--- config.mk ---
export PLATFORM = sky130hd
export DESIGN_NAME = alu_sched
export DESIGN_NICKNAME = d
export VERILOG_FILES = /design/src/rtl/alu_sched.sv
export SDC_FILE = /design/constraint.sdc
export NUM_CORES = 1
export LEC_CHECK = 0
export BUFFER_PORTS_ARGS = -buffer_cell sky130_fd_sc_hd__buf_2
export CORE_MARGIN = 3
export CORE_UTILIZATION = 44
export DETAILED_ROUTE_END_ITERATION = 8
export GPL_TIMING_DRIVEN = 0
export PLACE_DENSITY = 0.66
export SYNTH_ARGS = -nofsm -noshare
export SYNTH_HDL_FRONTEND = slang
export SYNTH_SLANG_ARGS = --single-unit
--- constraint.sdc ---
create_clock -name clk -period 4.9 [get_ports clk]
set_input_delay 0.735 -clock clk [delete_from_list [all_inputs] [get_ports clk]]
set_output_delay 0.735 -clock clk [all_outputs]
set_load 0.01 [all_outputs]
--- src/rtl/alu_sched.sv ---
// Shared 4-op ALU scheduler: arbitrates two requesters, runs one op at a time, owns NZCV.
// Define ALU_SCHED_FIXED_PRIO_EN for fixed priority (port 0 wins ties); default is round-robin.
module alu_sched #(
    parameter int unsigned WIDTH = 32
) (
    input  logic             clk,
    input  logic             reset,
    input  logic [1:0]       req_valid,
    output logic [1:0]       req_ready,
    input  logic [WIDTH-1:0] req_a0,
    input  logic [WIDTH-1:0] req_b0,
    input  logic [WIDTH-1:0] req_a1,
    input  logic [WIDTH-1:0] req_b1,
    input  logic [1:0]       req_ctrl0,
    input  logic [1:0]       req_ctrl1,
    input  logic [1:0]       req_setflags,
    output logic [1:0]       rsp_valid,
    input  logic [1:0]       rsp_ready,
    output logic [WIDTH-1:0] rsp_result,
    output logic [3:0]       rsp_flags,
    output logic [3:0]       flags,
    output logic             busy
);

    typedef enum logic [1:0] {StIdle, StExec, StResp} state_e;

    state_e           state_q;
    logic [WIDTH-1:0] a_q;
    logic [WIDTH-1:0] b_q;
    logic [1:0]       ctrl_q;
    logic             setflags_q;
    logic             owner_q;
`ifndef ALU_SCHED_FIXED_PRIO_EN
    logic             last_grant_q;
`endif

    logic             grant_valid;
    logic             grant;

    always_comb begin
        grant_valid = |req_valid;
        grant       = 1'b0;
        unique case (req_valid)
            2'b01:   grant = 1'b0;
            2'b10:   grant = 1'b1;
`ifdef ALU_SCHED_FIXED_PRIO_EN
            2'b11:   grant = 1'b0;
`else
            2'b11:   grant = ~last_grant_q;
`endif
            default: grant = 1'b0;
        endcase
    end

    assign req_ready = (state_q == StIdle && grant_valid) ? (grant ? 2'b10 : 2'b01) : 2'b00;
    assign rsp_valid = (state_q == StResp) ? (owner_q ? 2'b10 : 2'b01) : 2'b00;
    assign busy      = (state_q != StIdle);

    // One extra bit on the sum/difference carries C (carry out for ADD, borrow for SUB).
    logic [WIDTH:0]   alu_sum;
    logic [WIDTH-1:0] alu_res;
    logic             alu_c;
    logic             alu_v;
    logic [3:0]       alu_flags;

    always_comb begin
        alu_sum = '0;
        alu_c   = 1'b0;
        alu_v   = 1'b0;
        unique case (ctrl_q)
            2'b00: begin
                alu_sum = {1'b0, a_q} + {1'b0, b_q};
                alu_c   = alu_sum[WIDTH];
                alu_v   = (a_q[WIDTH-1] == b_q[WIDTH-1]) && (alu_sum[WIDTH-1] != a_q[WIDTH-1]);
            end
            2'b01: begin
                alu_sum = {1'b0, a_q} - {1'b0, b_q};
                alu_c   = alu_sum[WIDTH];
                alu_v   = (a_q[WIDTH-1] != b_q[WIDTH-1]) && (alu_sum[WIDTH-1] != a_q[WIDTH-1]);
            end
            2'b10:   alu_sum = {1'b0, a_q & b_q};
            2'b11:   alu_sum = {1'b0, a_q | b_q};
            default: alu_sum = '0;
        endcase
        alu_res   = alu_sum[WIDTH-1:0];
        alu_flags = {alu_res[WIDTH-1], (alu_res == '0), alu_c, alu_v};
    end

    always_ff @(posedge clk) begin
        if (reset) begin
            state_q      <= StIdle;
            a_q          <= '0;
            b_q          <= '0;
            ctrl_q       <= 2'b00;
            setflags_q   <= 1'b0;
            owner_q      <= 1'b0;
            rsp_result   <= '0;
            rsp_flags    <= 4'b0000;
            flags        <= 4'b0000;
`ifndef ALU_SCHED_FIXED_PRIO_EN
            last_grant_q <= 1'b1;
`endif
        end else begin
            unique case (state_q)
                StIdle: begin
                    if (grant_valid) begin
                        a_q        <= grant ? req_a1 : req_a0;
                        b_q        <= grant ? req_b1 : req_b0;
                        ctrl_q     <= grant ? req_ctrl1 : req_ctrl0;
                        setflags_q <= req_setflags[grant];
                        owner_q    <= grant;
`ifndef ALU_SCHED_FIXED_PRIO_EN
                        last_grant_q <= grant;
`endif
                        state_q    <= StExec;
                    end
                end
                StExec: begin
                    rsp_result <= alu_res;
                    rsp_flags  <= alu_flags;
                    if (setflags_q) begin
                        flags <= alu_flags;
                    end
                    state_q <= StResp;
                end
                StResp: begin
                    if (rsp_ready[owner_q]) begin
                        state_q <= StIdle;
                    end
                end
                default: state_q <= StIdle;
            endcase
        end
    end

endmodule

# Word level (Yosys, flattened, before mapping)
# Cells that the tools add are included.
[classes]
addsub = 2
order_cmp = 2
eq_ne = 13
mux = 18
n_bitwise = 3
n_reduce_logical = 11
[op_table]
columns = ["cell", "n"]
rows = [
  ["one-hot mux 32 bit (4 select lines)", 1],
  ["2-to-1 mux 32 bit", 2],
  ["adder 32 x 32 -> 33 bit", 1],
  ["subtractor 32 x 32 -> 33 bit", 1],
  ["bitwise AND 32 bit", 1],
  ["logical NOT 32 bit", 1],
  ["OR 32 bit", 1],
  ["2-to-1 mux 2 bit", 7],
  ["== test 2 bit, second input constant", 5],
  ["one-hot mux 1 bit (2 select lines)", 3],
  ["one-hot mux 2 bit (3 select lines)", 1],
  ["AND reduction 2 bit", 3],
  ["== test 2 x 1 -> 1 bit, second input constant", 2],
  ["logical NOT 2 bit", 2],
  ["< comparator 1 x 2 -> 1 bit, second input constant", 2],
  ["2-to-1 mux 1 bit", 4],
  ["logical AND 1 bit", 3],
  ["inequality test 1 bit", 3],
  ["inequality test 2 x 1 -> 1 bit, second input constant", 1],
  ["inequality test 2 bit, second input constant", 1],
  ["nonzero test 2 bit", 1],
  ["OR reduction 2 bit", 1],
  ["== test 1 bit", 1],
  ["inverter 1 bit", 1],
]
[totals]
regBits = 111
out_inout_bits = 45

# Logic depth before layout (Yosys ltp)
# Gate-level depths: netlist of run 1.
[depth]
depth_word = 4
ltp_mapped = 15
depth_no_buf = 15

# Least setup slack after synthesis of run 1
# No wires, ideal clock.
[synth_timing]
path_kind = "register -> register"
from = "reg a_q[15]"
to = "reg flags[2]"
setup_time_ns = 0.067
arrival_ns = 3.297
path_slack_ns = 1.536
stages_incl_launch_ff = 14
n_path_buf = 0
period_less_slack_ns = 3.364
path_cell_list = "dfxtp_1 inv_1 ha_1 or4_4 nand3b_4 a211o_1 nor4b_4 or4_4 nand3_2 o211ai_1 nor4_2 nand4_1 or4_4 o21ai_2"
[synth_via]
elab_chain_len = 3
word_cells_on_any_way = 6
classes_between = "2 x add/sub; 1 x mux; 2 x bitwise; 1 x reduce/logical"
[synth_lines]
columns = ["element", "line_no", "text"]
rows = [
  ["start: declaration", "28", "logic [WIDTH-1:0] a_q;"],
  ["start signal: assignment", "107", "a_q <= grant ? req_a1 : req_a0;"],
  ["subtractor 32 x 32 -> 33 bit, or another cell as far along", "77", "alu_sum = {1'b0, a_q} - {1'b0, b_q};"],
  ["one-hot mux 32 bit (4 select lines) *", "70", "unique case (ctrl_q)"],
  ["logical NOT 32 bit *", "86", "alu_flags = {alu_res[WIDTH-1], (alu_res == '0), alu_c, alu_v};"],
  ["end signal: assignment", "122", "flags <= alu_flags;"],
  ["end: declaration", "21", "output logic [3:0] flags,"],
]
# Mark *: on every way between the ends. The rest lies on a longest branch, timed or not.
# A chain may end at the register's enable or synchronous reset.

# Worst setup path in the final report of run 1
[layout_timing]
from = "reg b_q[10]"
to = "reg flags[2]"
[layout_via]
elab_chain_len = 3
word_cells_on_any_way = 6
classes_between = "2 x add/sub; 1 x mux; 2 x bitwise; 1 x reduce/logical"
[layout_lines]
columns = ["element", "line_no", "text"]
rows = [
  ["start: declaration", "29", "logic [WIDTH-1:0] b_q;"],
  ["start signal: assignment", "108", "b_q <= grant ? req_b1 : req_b0;"],
  ["subtractor 32 x 32 -> 33 bit, or another cell as far along", "77", ""],
  ["one-hot mux 32 bit (4 select lines) *", "70", ""],
  ["logical NOT 32 bit *", "86", ""],
]
# Marks and branches as above.

==> impl_summary.txt, run 1 <==
----------------------------------------------------
[Logic synthesis]
  Post-synthesis register bit count ... 110
  Sequential cell area fraction in the yosys report ... 23.48%
  Number of warnings printed during yosys synthesis ... 0
  Leading area contributor after synthesis ... sky130_fd_sc_hd__dfxtp_1
  Net count after synthesis ... 1,503
  Synth unique cells ... 84
  Number of cells produced by synthesis ... 1,265
  Synthesized area ... 9378 um2
  Area share of the largest cell type after synthesis ... 23.48%
  Share of flip-flops with an asynchronous set or reset ... 0%
  Most used standard cell by instance count after synthesis ... sky130_fd_sc_hd__nor2_1
  Primary flip-flop cell chosen by synthesis mapping ... sky130_fd_sc_hd__dfxtp_1
  Largest cells by area after synthesis ... sky130_fd_sc_hd__dfxtp_1 (23%), sky130_fd_sc_hd__ha_1 (13%), sky130_fd_sc_hd__nor2_1 (7.3%), sky130_fd_sc_hd__a222oi_1 (7.2%), sky130_fd_sc_hd__a21oi_1 (4.9%)
  Average size of a mapped cell ... 7.413 um2
  Leading post-synthesis cells by instance count ... sky130_fd_sc_hd__nor2_1 (183), sky130_fd_sc_hd__dfxtp_1 (110), sky130_fd_sc_hd__inv_1 (104), sky130_fd_sc_hd__nand2_1 (97), sky130_fd_sc_hd__ha_1 (96)
  Number of synthesized flops with an enable pin ... 0

[Drt]
  Average routed wire per standard cell ... 22.37 um
  First drt pass iteration count ... 9
  Post-detailed-route count of antenna-violating nets ... 0
  Final wirelength ... 38,790 um
  Remaining design rule violation count ... 16
  DR vias/cell ... 6.204
  DRC violation total after the first TritonRoute iteration ... 1,215
  Via Count ... 10,757

[Finish]
  Relative area change from synthesis to final layout ... 16.48%
  Post-layout utilization of the core ... 53.13%
  Antenna Diode Count ... 0
  Layout cells sized above 1 ... 16.39%
  Final nets ... 1,697

[Clock tree]
  Gates resized, CTS repair ... 0
  Buffer levels on the longest clock path ... 2
  Number of post-CTS setup repair buffers ... 0
  Worst-Skew Late Latency ... 0.38 ns
  Deepest level of the CTS H-tree ... 3
  Root Driver ... sky130_fd_sc_hd__clkbuf_16
  Clock sinks ... 110
  Clock tree from TritonCTS ... done
  Hold-fix buffer count after cts ... 0
  Clock buffer count from CTS ... 9
  Clock edge transition at the registers on the reported setup and hold paths ... 0.09 ns

[Status]
  Failing checks ... DRC
  Result of the run ... complete, but fails checks

[STA]
  Actual slew at the worst max-slew pin ... 1.047 ns
  Max Clock Freq ... 219.0 MHz
  Final setup violating endpoints ... 0
  Min Tclk post-route ... 4.567 ns
  Normalized max-slew margin ... 29.97%
  Share of the cycle needed by the critical path after routing ... 93.21%
  Setup repair after global routing missed its margin ... false
  Final Hold Vio Count ... 0
  Post-Route Skew ... 0.01606 ns
  Setup total negative slack ... 0 ns
  Number of max-slew violations in the final report ... 0

[Critical path]
  Arrival time at the worst endpoint ... 4.88 ns
  Cell at the slowest stage of the critical path ... sky130_fd_sc_hd__o31ai_1
  Register-to-register path setup slack ... 0.33 ns
  Worst reg2reg endpoint ... flags[2]
  CP Class ... reg2reg
  Most numerous cell on the critical path ... sky130_fd_sc_hd__o31ai_1
  Crit path max fanout ... 10
  Worst flop-to-flop path startpoint ... b_q[10]
  Number of cells traversed by the worst register-to-register path ... 14
  Endpoint type of the worst setup path ... flop
  Crit-path leading delay family ... compound AO/OA/AOI/OAI gates
  Levels on crit path ... 14
  Required arrival time at the worst endpoint ... 5.22 ns
  CP bufs+invs ... 2
  Critical path startpoint category ... flop
  Maximum single-stage delay on the critical path ... 0.70 ns
  Critical path, cell by cell ... inv_1, ha_1, buf_2, a21oi_1, o31ai_1, a22oi_1, a31oi_1, nor2_1, o21a_1, o31ai_1, and4_1, nand4_1, or4_4, o21ai_2

[Worst hold path]
  Worst hold path stage count ... 2
  Hold Startpoint ... rsp_result[4]
  Classification of the worst-slack hold path ... reg2reg
  Hold-critical path endpoint ... rsp_result[4]

[Global routing]
  Remaining Overflow, GRT ... 0
  Number of global-route vias before repair ... 9,943
  First-pass GRT wire length ... 58,420 um
  Initial antenna violation count ... 0
  Global-route usage over all layers ... 31.88%
  Pin count of the biggest net entering global routing ... 21

[Floorplan]
  Number of rows in the core area ... 52
  I/O pin count ... 185
  Vertical extent of the die ... 152.0 um
  Starting Density ... 45.61%
  Horiz. Die Dim ... 152.0 um
  Die area ... 23,100 um2
  Core area ... 20,560 um2

[Power]
  Power density over the cells ... 322.9 nW/um2
  Worst vdd rail ir drop ... 0.2297 mV
  P_leak ... 0.004600 uW

[Placed design]
  Port Buffers ... 183
  Final RePlAce weighted congestion ... 0.9818
  Placed wire-length estimate after detailed placement ... 31,020 um

[Job]
  Max-capacitance violation count ... 0

----------------------------------------------------
worst register-to-register path: stages (launching register included):
cell and delay [ns]:
sky130_fd_sc_hd__dfxtp_1 0.37, sky130_fd_sc_hd__inv_1 0.09, sky130_fd_sc_hd__ha_1 0.33, sky130_fd_sc_hd__buf_2 0.29, sky130_fd_sc_hd__a21oi_1 0.18, sky130_fd_sc_hd__o31ai_1 0.50
sky130_fd_sc_hd__a22oi_1 0.26, sky130_fd_sc_hd__a31oi_1 0.40, sky130_fd_sc_hd__nor2_1 0.12, sky130_fd_sc_hd__o21a_1 0.21, sky130_fd_sc_hd__o31ai_1 0.70, sky130_fd_sc_hd__and4_1 0.31
sky130_fd_sc_hd__nand4_1 0.13, sky130_fd_sc_hd__or4_4 0.48, sky130_fd_sc_hd__o21ai_2 0.14
flip-flops by register name (all words and copies together) (netlist names), 2 cells and up:
register    flops
a_q            32
b_q            32
rsp_result     32
flags           4
rsp_flags       3
ctrl_q          2
state_q         2
report_power, final:
part,total [uW],switching (uW),internal [uW]
logic,1680,1100,580
clock network,783,421,362
registers,1060,82.1,980
total,3530,1610,1920
kinds of logic (layout without fill, tap and decap cells):
| kind of cell | Yosys count | after routing | synth area share, % |
|---|---|---|---|
| xor+xnor | 15 | 15 | 1.401 |
| flops | 110 | 110 | 23.48 |
| fa+ha+maj | 98 | 98 | 13.24 |
| buf+inv | 201 | 400 | 8.259 |
| simple gates | 413 | 413 | 20.32 |
| mux | 13 | 13 | 1.561 |
| compound gates | 415 | 415 | 31.74 |
per-stage QoR:
stage / hold WS [ns] / total power [uW] / cell area, um2 / setup WS (ns) / std cells
5_1_grt: 0.4884 / 3722 / 10920 / 0.1541 / 1734
6_report: 0.4594 / 3527 / 10920 / 0.3329 / 1734
3_5_place_dp: 0.4472 / 2716 / 10630 / 0.5071 / 1718
2_1_floorplan: 0.4560 / 2148 / 9378 / 1.536 / 1265
4_1_cts: 0.4595 / 3494 / 10920 / 0.4666 / 1734
3_3_place_gp: 0.4440 / 2705 / 10630 / 0.4890 / 1718
layer usage:
metal,vias to the layer above,GRT usage (%),part of all wire [%]
met5,-,0,0
met1,5106,44.74,45
met3,75,8.305,9.5
met2,544,47.67,42
met4,0,10.57,3.1
li1,5032,-,-
worst max path at each step:
stage | startpoint | slack (ns) | to
floorplan | a_q[15] | 1.54 | flags[2]
global placement | a_q[10] | 0.49 | flags[2]
detailed placement | b_q[10] | 0.51 | flags[2]
CTS | b_q[10] | 0.47 | flags[2]
global route | b_q[10] | 0.15 | flags[2]
finish | b_q[10] | 0.33 | flags[2]
cells in the final DEF, fill, tap and decap left out, types with 36 or more instances in the layout:
cell type                  instances
sky130_fd_sc_hd__a211oi_1         36
sky130_fd_sc_hd__a21oi_1          92
sky130_fd_sc_hd__a222oi_1         67
sky130_fd_sc_hd__buf_2           196
sky130_fd_sc_hd__clkbuf_1         69
sky130_fd_sc_hd__dfxtp_1         110
sky130_fd_sc_hd__ha_1             96
sky130_fd_sc_hd__inv_1           104
sky130_fd_sc_hd__nand2_1          97
sky130_fd_sc_hd__nor2_1          183
sky130_fd_sc_hd__o21ai_0          56
cell type report:
cell class,count,area [um2]
inverter,111,416.7
tap,270,337.8
sequential,110,2202
buffer,90,357.8
fill,2133,9637
clock buffer,10,229.0
timing repair buffer,183,915.9
clock inverter,6,62.56
multi-input combinational,954,6401
Note: power is estimated with default switching activity, not from simulation.
==> run 2, diff against run 1 <==
--- a/config.mk
+++ b/config.mk
@@ -6,11 +6,13 @@
 export NUM_CORES = 1
 export LEC_CHECK = 0
 export BUFFER_PORTS_ARGS = -buffer_cell sky130_fd_sc_hd__buf_2
+export CORE_ASPECT_RATIO = 0.5
 export CORE_MARGIN = 3
 export CORE_UTILIZATION = 44
 export DETAILED_ROUTE_END_ITERATION = 8
 export GPL_TIMING_DRIVEN = 0
 export PLACE_DENSITY = 0.66
+export SETUP_SLACK_MARGIN = 0.2
 export SYNTH_ARGS = -nofsm -noshare
 export SYNTH_HDL_FRONTEND = slang
 export SYNTH_SLANG_ARGS = --single-unit
==> run 2 against run 1 <==
Effect of this change:
- the flow now finishes without violations
- clock power fell by 0.9%
- final cell count rose by 0.17%
- design area rose by 0.33%
- setup slack got worse by 0.061 ns
- utilization fell by 0.29 points
- sequential share of layout area fell by 0.067 points
- total power rose by 1.0%
- critical path depth fell by 4
- non-clock buffer count did not move
- die area rose by 0.46%
- critical path type unchanged
==> impl_summary.txt, run 2 (same netlist as run 1, synthesis figures left out) <==
----------------------------------------------------
[Status]
  Result of the run ... finished, final reports clean

[Drt]
  First drt pass iteration count ... 9
  DRC violation total after the first TritonRoute iteration ... 1,571
  DR vias/cell ... 6.279
  Final wirelength ... 40,660 um
  Remaining design rule violation count ... 0
  Via Count ... 10,906
  Average routed wire per standard cell ... 23.41 um
  Post-detailed-route count of antenna-violating nets ... 0

[STA]
  Setup repair after global routing missed its margin ... false
  Min Tclk post-route ... 4.628 ns
  Post-Route Skew ... 0.01042 ns
  Final Hold Vio Count ... 0
  Number of max-slew violations in the final report ... 0
  Actual slew at the worst max-slew pin ... 1.141 ns
  Share of the cycle needed by the critical path after routing ... 94.44%
  Final setup violating endpoints ... 0
  Normalized max-slew margin ... 23.41%
  Max Clock Freq ... 216.1 MHz
  Setup total negative slack ... 0 ns

[Power]
  Worst vdd rail ir drop ... 0.1557 mV
  Design Power ... 3563 uW
  Power density over the cells ... 325.1 nW/um2
  P_leak ... 0.004606 uW

[Clock tree]
  Worst-Skew Late Latency ... 0.39 ns
  Buffer levels on the longest clock path ... 2
  Number of post-CTS setup repair buffers ... 0
  Root Driver ... sky130_fd_sc_hd__clkbuf_16
  Clock sinks ... 110
  Clock edge transition at the registers on the reported setup and hold paths ... 0.09 ns
  Clock buffer count from CTS ... 9
  Deepest level of the CTS H-tree ... 3
  Clock tree from TritonCTS ... done

[Floorplan]
  Core area ... 20,740 um2
  Starting Density ... 45.22%
  Die area ... 23,210 um2
  Horiz. Die Dim ... 212.5 um
  Vertical extent of the die ... 109.2 um
  Number of rows in the core area ... 37
  I/O pin count ... 185

[Placed design]
  Final RePlAce weighted congestion ... 1.015
  Port Buffers ... 183
  Placed wire-length estimate after detailed placement ... 32,780 um

[Critical path]
  Critical path, cell by cell ... clkbuf_1, clkbuf_1, clkbuf_1, nand2_1, o31ai_1, o2111ai_1, nor4_2, nand4_1, or4_4, o21ai_2
  Crit path max fanout ... 10
  Required arrival time at the worst endpoint ... 5.22 ns
  Critical path startpoint category ... flop
  Worst reg2reg endpoint ... flags[2]
  Most numerous cell on the critical path ... sky130_fd_sc_hd__clkbuf_1
  CP Class ... reg2reg
  Arrival time at the worst endpoint ... 4.95 ns
  Crit-path leading delay family ... buffers and inverters
  Register-to-register path setup slack ... 0.27 ns
  Endpoint type of the worst setup path ... flop
  Maximum single-stage delay on the critical path ... 0.84 ns
  Number of cells traversed by the worst register-to-register path ... 10
  Cell at the slowest stage of the critical path ... sky130_fd_sc_hd__clkbuf_1
  Worst flop-to-flop path startpoint ... ctrl_q[1]
  CP bufs+invs ... 3

[Worst hold path]
  Hold Startpoint ... rsp_flags[0]
  Hold-critical path endpoint ... rsp_flags[0]
  Worst hold path stage count ... 2
  Classification of the worst-slack hold path ... reg2reg

[Finish]
  Relative area change from synthesis to final layout ... 16.86%
  Antenna Diode Count ... 0
  Most used cells in the layout excluding fill and tap cells ... sky130_fd_sc_hd__buf_2 (196), sky130_fd_sc_hd__nor2_1 (183), sky130_fd_sc_hd__dfxtp_1 (110), sky130_fd_sc_hd__inv_1 (104), sky130_fd_sc_hd__nand2_1 (97)
  Layout cells sized above 1 ... 16.60%
  Most frequent standard cell in the layout excluding fill and tap cells ... sky130_fd_sc_hd__buf_2
  Regs by FF count ... a_q x32, b_q x32, rsp_result x32
  Final nets ... 1,697

[Global routing]
  Global-route usage over all layers ... 34.08%
  First-pass GRT wire length ... 58,770 um
  Remaining Overflow, GRT ... 0
  Initial antenna violation count ... 0
  Pin count of the biggest net entering global routing ... 22
  Number of global-route vias before repair ... 9,777

[Job]
  Max-capacitance violation count ... 0

----------------------------------------------------
## run 2: cell types whose count changed in the layout (fill, tap and decap cells not counted)
cell / before / now
sky130_fd_sc_hd__a2111oi_4: 0 / 1
sky130_fd_sc_hd__o21ai_1: 8 / 9
sky130_fd_sc_hd__o21ai_0: 56 / 55
sky130_fd_sc_hd__clkbuf_1: 69 / 68
sky130_fd_sc_hd__inv_8: 1 / 3
sky130_fd_sc_hd__o31ai_1: 20 / 19
sky130_fd_sc_hd__a311oi_2: 0 / 1
sky130_fd_sc_hd__inv_6: 3 / 1
sky130_fd_sc_hd__o31ai_2: 0 / 1
sky130_fd_sc_hd__clkinvlp_4: 0 / 1
sky130_fd_sc_hd__a311oi_1: 7 / 6
sky130_fd_sc_hd__a2111oi_2: 1 / 0
## run 2: layout make-up
cell class	instances	area, um2
tap	273	341.6
clock buffer	9	225.2
sequential	110	2202
timing repair buffer	183	915.9
fill	2123	9781
clock inverter	7	75.07
multi-input combinational	954	6425
inverter	111	416.7
buffer	90	357.8
## run 2: power by group
part | internal (uW) | switching, uW
combinational | 583 | 1140
sequential | 980 | 84.5
clock | 364 | 412
## run 2: per-layer routing
layer	vias up	share of wire (%)	global-route usage, %
met5	-	0	0
met4	0	1.5	7.587
met3	46	10	8.422
met2	498	41	50.07
met1	5329	47	49.98
li1	5033	-	-
## run 2: worst max-delay path by stage
stage,slack (ns),cells past startpoint,to,startpoint
final,0.27,10,flags[2],ctrl_q[1]
after global routing,0.28,10,flags[2],ctrl_q[1]
after CTS,0.26,14,flags[2],b_q[21]
after detailed placement,0.28,14,flags[2],b_q[21]
after global placement,0.30,14,flags[2],a_q[21]
after floorplan,1.54,13,flags[2],a_q[15]
## run 2: metrics by stage
| step | std cells | area [um2] | worst slack, ns | hold WS [ns] | utilization [%] |
|---|---|---|---|---|---|
| finish | 1737 | 10960 | 0.2722 | 0.4635 | 52.84 |
| global route | 1737 | 10960 | 0.2794 | 0.4860 | 52.84 |
| CTS | 1737 | 10940 | 0.2577 | 0.4604 | 52.73 |
| detailed placement | 1721 | 10640 | 0.2773 | 0.4484 | 51.28 |
| global placement | 1721 | 10640 | 0.2991 | 0.4462 | 51.28 |
| floorplan | 1265 | 9378 | 1.536 | 0.4560 | - |
## run 2: what timing repair did
action / in CTS / in global routing
resized for setup: 0 / 4
endpoints found under the setup margin: 0 / 2
hold buffers: 0 / 0
## run 2: worst reg2reg max path: cells and delay by family, from the launching register on
family | cells | cell delay, ns
flip-flops | 1 | 0.51
AND/OR/NAND/NOR | 4 | 1.14
AO/OA/AOI/OAI | 3 | 0.68
buffers and inverters | 3 | 2.24
